===== config.mk =====
export PLATFORM = sky130hd
export DESIGN_NAME = dmem_arbiter
export DESIGN_NICKNAME = d
export VERILOG_FILES = /design/src/rtl/dmem_arbiter.sv
export SDC_FILE = /design/constraint.sdc
export NUM_CORES = 1
export LEC_CHECK = 0
export ABC_CLOCK_PERIOD_IN_PS = 4300
export CELL_PAD_IN_SITES_DETAIL_PLACEMENT = 1
export CELL_PAD_IN_SITES_GLOBAL_PLACEMENT = 1
export CORE_AREA = 8 8 222 224
export DETAILED_ROUTE_END_ITERATION = 16
export DIE_AREA = 0 0 230 232
export GPL_ROUTABILITY_DRIVEN = 1
export PLACE_DENSITY_LB_ADDON = 0.2
export SETUP_SLACK_MARGIN = 0.05
export SLEW_MARGIN = 20
export SYNTH_ARGS = -nofsm -noshare
export SYNTH_HDL_FRONTEND = slang
export SYNTH_SLANG_ARGS = --single-unit

===== constraint.sdc =====
create_clock -name clk -period 4.3 [get_ports clk]
set_input_delay 1.29 -clock clk [delete_from_list [all_inputs] [get_ports clk]]
set_output_delay 1.29 -clock clk [all_outputs]
set_load 0.05 [all_outputs]

===== src/rtl/dmem_arbiter.sv =====
// Purpose: shares one data-memory port between the memory-write stage (p0) and the loader (p1).
// Latency: a legal access acks LATENCY cycles after its grant edge; a rejected one acks right after the grant edge.
// Backpressure: each req is held until its one-cycle ack; a held req is re-granted only after RESP, ties alternate.
module dmem_arbiter #(
   parameter int LATENCY   = 2,
   parameter int MEM_BYTES = 8192
) (
   input  logic        clk,
   input  logic        reset,
   input  logic        p0_req,
   input  logic        p0_wr,
   input  logic [63:0] p0_addr,
   input  logic [63:0] p0_wdata,
   output logic        p0_ack,
   output logic [63:0] p0_rdata,
   output logic        p0_err,
   input  logic        p1_req,
   input  logic        p1_wr,
   input  logic [63:0] p1_addr,
   input  logic [63:0] p1_wdata,
   output logic        p1_ack,
   output logic [63:0] p1_rdata,
   output logic        p1_err,
   output logic [63:0] addr,
   output logic [63:0] val_write,
   output logic        wrEn,
   output logic        reEn,
   input  logic [63:0] val_read,
   output logic        memerror
);

   typedef enum logic [1:0] {
      IDLE   = 2'd0,
      ACCESS = 2'd1,
      RESP   = 2'd2
   } state_t;

   // Counter is wide enough to hold LATENCY itself.
   localparam int           CW       = (LATENCY < 2) ? 1 : $clog2(LATENCY + 1);
   localparam logic [CW-1:0] CNT_LOAD = CW'(LATENCY);
   localparam logic [CW-1:0] CNT_ONE  = CW'(1);
   // Highest legal byte address: a full 8-byte word must fit in memory.
   localparam logic [63:0]  ADDR_MAX = 64'(MEM_BYTES - 8);

   state_t         state_q, state_d;
   logic           last_q;          // port granted most recently (1 after reset so p0 wins the first tie)
   logic [CW-1:0]  cnt_q;
   logic           sel_q;           // port owning the current transaction
   logic           wr_q;
   logic [63:0]    addr_q;
   logic [63:0]    wdata_q;
   logic           err_q;           // current transaction was rejected by the range check
   logic           memerror_q;
   logic [63:0]    rdata0_q;
   logic [63:0]    rdata1_q;

   logic           req_any;
   logic           pick;
   logic           pick_wr;
   logic [63:0]    pick_addr;
   logic [63:0]    pick_wdata;
   logic           pick_bad;
   logic           load;
   logic           capture;
   logic           in_resp;

   // Winner selection: a lone requester wins, a tie goes to the port not granted last time.
   always_comb begin
      req_any    = p0_req | p1_req;
      pick       = (p0_req & p1_req) ? ~last_q : p1_req;
      pick_wr    = pick ? p1_wr    : p0_wr;
      pick_addr  = pick ? p1_addr  : p0_addr;
      pick_wdata = pick ? p1_wdata : p0_wdata;
      pick_bad   = (pick_addr > ADDR_MAX);
   end

   // Next-state logic: grant from IDLE, count down the access, single RESP cycle back to IDLE.
   always_comb begin
      state_d = state_q;
      load    = 1'b0;
      capture = 1'b0;
      unique case (state_q)
         IDLE: begin
            if (req_any) begin
               load    = 1'b1;
               state_d = pick_bad ? RESP : ACCESS;
            end
         end
         ACCESS: begin
            if (cnt_q == CNT_ONE) begin
               capture = ~wr_q;
               state_d = RESP;
            end
         end
         RESP: begin
            state_d = IDLE;
         end
         default: begin
            state_d = IDLE;
         end
      endcase
   end

   // State register, tie-break history and access counter.
   always_ff @(posedge clk or negedge reset) begin
      if (!reset) begin
         state_q <= IDLE;
         last_q  <= 1'b1;
         cnt_q   <= '0;
      end else begin
         state_q <= state_d;
         if (load) begin
            last_q <= pick;
            cnt_q  <= CNT_LOAD;
         end else if (state_q == ACCESS) begin
            cnt_q  <= cnt_q - CNT_ONE;
         end
      end
   end

   // Latch the winner's request so the other port's inputs are ignored for the whole transaction.
   always_ff @(posedge clk or negedge reset) begin
      if (!reset) begin
         sel_q   <= 1'b0;
         wr_q    <= 1'b0;
         addr_q  <= '0;
         wdata_q <= '0;
         err_q   <= 1'b0;
      end else if (load) begin
         sel_q   <= pick;
         wr_q    <= pick_wr;
         addr_q  <= pick_addr;
         wdata_q <= pick_wdata;
         err_q   <= pick_bad;
      end
   end

   // Read data is captured on the final ACCESS cycle into the owner's register only; writes and rejects leave it alone.
   always_ff @(posedge clk or negedge reset) begin
      if (!reset) begin
         rdata0_q <= '0;
         rdata1_q <= '0;
      end else if (capture) begin
         if (sel_q) begin
            rdata1_q <= val_read;
         end else begin
            rdata0_q <= val_read;
         end
      end
   end

   // Sticky error flag; only reset clears it.
   always_ff @(posedge clk or negedge reset) begin
      if (!reset) begin
         memerror_q <= 1'b0;
      end else if (in_resp && err_q) begin
         memerror_q <= 1'b1;
      end
   end

   // Outputs decode straight from state so reset removes strobes and acks immediately.
   always_comb begin
      in_resp   = (state_q == RESP);
      wrEn      = (state_q == ACCESS) &  wr_q;
      reEn      = (state_q == ACCESS) & ~wr_q;
      addr      = (state_q == ACCESS) ? addr_q  : '0;
      val_write = (state_q == ACCESS) ? wdata_q : '0;
      p0_ack    = in_resp & ~sel_q;
      p1_ack    = in_resp &  sel_q;
      p0_err    = p0_ack & err_q;
      p1_err    = p1_ack & err_q;
      p0_rdata  = rdata0_q;
      p1_rdata  = rdata1_q;
      // The flag is visible in the same cycle as the first err, not one cycle later.
      memerror  = memerror_q | (in_resp & err_q);
   end

endmodule


==> summary.txt <==
STA
  • Post-route clock period utilization: 0.925
  • Final setup fails: 0
  • Worst Skew: 0.0109 ns
  • Setup tns final: 0 ns
  • Final Hold Fails: 0
  • Fin. max-slew vios: 0
  • Worst-Margin Slew: 1.05 ns
  • Tmin final: 3.98 ns
  • Fmax: 252 MHz
  • RSZ-0062 raised after global routing: no
  • Slew HR: 0.299
  • Hold_ws: 0.462 ns

Floorplanning
  • I/O pin count: 589
  • Core region area: 45900 um2
  • Die height: around 230 um
  • Total Die Area: 53400 um2
  • Die X-Extent: 230 um
  • Std-Cell Rows: about 80
  • Starting Density: 0.271

Critical path
  • Crit path launch type: register
  • Worst path depth: 4
  • Crit Path Class: register to primary output
  • Critical Path AT: between 2 and 3 ns
  • Worst-path maximum fanout: 86
  • CP startpoint: state_q[0]
  • R2r worst-path depth: 4
  • Reg-to-reg endpoint: p1_rdata[25]
  • CP max stage delay: 0.84 ns
  • Origin of the critical flop-to-flop path: state_q[1]
  • Slowest CP cell: clkdlybuf4s50_1
  • Flop2flop setup slack: 1.93 ns
  • CP Capture Type: primary output
  • Critical path buffers and inverters: 2
  • CP required: 3.01 ns
  • Top Family by Delay on Critical Path: buffers and inverters
  • Crit path cell chain: nor2b_4, buf_12, and2_1, clkdlybuf4s50_1
  • CP endpoint: val_write[39]

Cells and area
  • Most frequent cells in the layout: clkdlybuf4s50_1, nand2_1, dfrtp_1
  • Layout net count: 2098
  • Share of layout cells above drive strength 1: 0.134
  • Register area: roughly 6600 um2
  • Area grow syn2layout: 60.3%
  • Multi-input logic area: 5330 um2
  • Commonest non-fill, non-tap cell in the layout: clkdlybuf4s50_1
  • Fillers: 5160
  • Final core occ: 0.435

Clock network
  • Maximum root-to-sink buffer count: 3
  • Clock latency at the later pin of the worst-skew pair: between 0.5 and 0.6 ns
  • Post-CTS Setup Bufs: 0
  • Resize count post-CTS: 0
  • H-Tree Depth: 2
  • Clock-pin slew on the worst setup and hold paths: 0.06 ns
  • Hold Buf Count CTS: 0
  • Root Driver: clkbuf_16
  • TritonCTS clock tree: done
  • Sinks on Clock Net: approximately 270
  • CTS buffer count: 35

Route
  • Routed Antenna Nets: 0
  • First drt pass iteration count: 4
  • Drt wl/cell: 22.6 um
  • DRT iter0 DRCs: approximately 410
  • Routed wire length: 54500 um
  • Vias per inst: ~4.6
  • Drc violations: 0
  • Via count: 11200

Place
  • DPL Wire Length: around 42000 um
  • IO Port Bufs: 588
  • Final GP Congestion: 0.822

Synthesis
  • Ys flop type: dfrtp_1
  • Syn Nets: between 1500 and 2000
  • Fraction of registers with async set/reset: 1.00
  • Synth cell types: 38
  • Netlist Area Pre-Place: 12400 um2
  • Syn. warnings: 0
  • Syn_area_per_cell: between 10 and 15 um2
  • EDFF count, synth: 0
  • Synth Instances: 1208
  • Sequential share of the synthesized area: 0.533
  • #FFs+latches synth: 265

Global route
  • Vias in the first global route: 12500
  • Grt ovf: 0
  • First-pass GRT wire length: 81300 um
  • Initial antenna violation count: 18
  • Gr usage total: 0.199
  • Largest net degree at the start of global routing: 101

Status
  • Status: completed

Power
  • Pleak: approximately 8.3 nW
  • Switching Fraction: 0.284
  • Flop pwr share: 0.427
  • Pint: 5.12 mW
  • Clock share of power: 0.392
  • Psw: 2.03 mW
  • Logic gate share of total power: 0.181
  • Peak VDD IR: about 280 uV
  • Pwr Total: 7.15 mW
  • Pwr dens: 358 nW/um2

Job
  • Max-cap violations: 0

Min path
  • Worst Hold Class: register to register
  • Min-delay src: memerror_q
==> worst min path at each step <==
stage            endpoint  slack, ns  depth (start not counted)
2_1_floorplan  memerror_q       0.42                          1
3_3_place_gp   memerror_q       0.44                          1
3_5_place_dp   memerror_q       0.45                          1
4_1_cts        memerror_q       0.47                          1
5_1_grt        memerror_q       0.48                          1
6_report       memerror_q       0.46                          1
==> through the flow <==
stage               setup WS [ns]  cells  area, um2
floorplan                    1.38   1208      12400
global placement            0.857   2341      18800
detailed placement          0.807   2341      18800
CTS                         0.267   2400      19900
global route                0.203   2409      19900
finish                      0.324   2412      20000
==> state kept, by name, summed over array words and instances, names as in the netlist <==
register / flops
addr_q: 64
p0_rdata: 64
p1_rdata: 64
wdata_q: 64
cnt_q: 2
state_q: 2
err_q: 1
last_q: 1
memerror_q: 1
sel_q: 1
wr_q: 1
==> cells in the mapped netlist (2+ instances only) <==
| library cell | n | area [um2] |
|---|---|---|
| a31oi_1 | 129 | 807 |
| buf_6 | 6 | 67.6 |
| nand2_1 | 266 | 998 |
| dfrtp_1 | 264 | 6610 |
| buf_1 | 5 | 18.8 |
| buf_2 | 27 | 135 |
| nor2b_1 | 2 | 12.5 |
| nand2b_1 | 2 | 12.5 |
| nor2_1 | 134 | 503 |
| nor3_1 | 10 | 50.1 |
| nor2_8 | 2 | 40.0 |
| and2_1 | 130 | 813 |
| nand4_1 | 10 | 62.6 |
| clkbuf_1 | 41 | 154 |
| mux2_2 | 68 | 766 |
| buf_12 | 6 | 120 |
| nor4_1 | 22 | 138 |
| o21ai_0 | 4 | 20.0 |
| mux2_4 | 61 | 916 |
==> power by group through the flow <==
| stage | sequential (mW) | combinational [mW] | clock, mW |
|---|---|---|---|
| global route | 3.09 | 1.42 | 3.00 |
| floorplan | 3.11 | 0.552 | 0 |
| CTS | 3.06 | 1.31 | 2.92 |
| finish | 3.05 | 1.29 | 2.80 |
| detailed placement | 3.10 | 1.31 | 0 |
| global placement | 3.10 | 1.28 | 0 |
==> kinds of logic (layout without fill, tap and decap cells) <==
| logic type | Yosys count | count (layout) | share of synthesized area |
|---|---|---|---|
| mux | 129 | 129 | 0.135 |
| compound gates | 140 | 140 | 0.0717 |
| flops | 265 | 265 | 0.533 |
| fa+ha+maj | 1 | 1 | 0.00101 |
| simple gates | 587 | 587 | 0.219 |
| other cells | 0 | 12 | 0 |
| buf+inv | 86 | 671 | 0.0401 |
==> final cells by class <==
type,count,share of cell area
flip-flops and latches,265,0.332
inverters,1,0.000188
multi-input cells,857,0.267
well taps,607,0.0381
repair buffers,611,0.305
clock inverters,9,0.00445
clock buffers,50,0.0508
diodes,12,0.00151
==> per-layer routing <==
metal  share of wire  track usage  up-vias
li1                -            -     5227
met1            0.38        0.221     5467
met2            0.50        0.345      401
met3           0.090       0.0779       78
met4           0.027       0.0679       14
met5          0.0017            0        -
(Power assumes the default switching activity.)
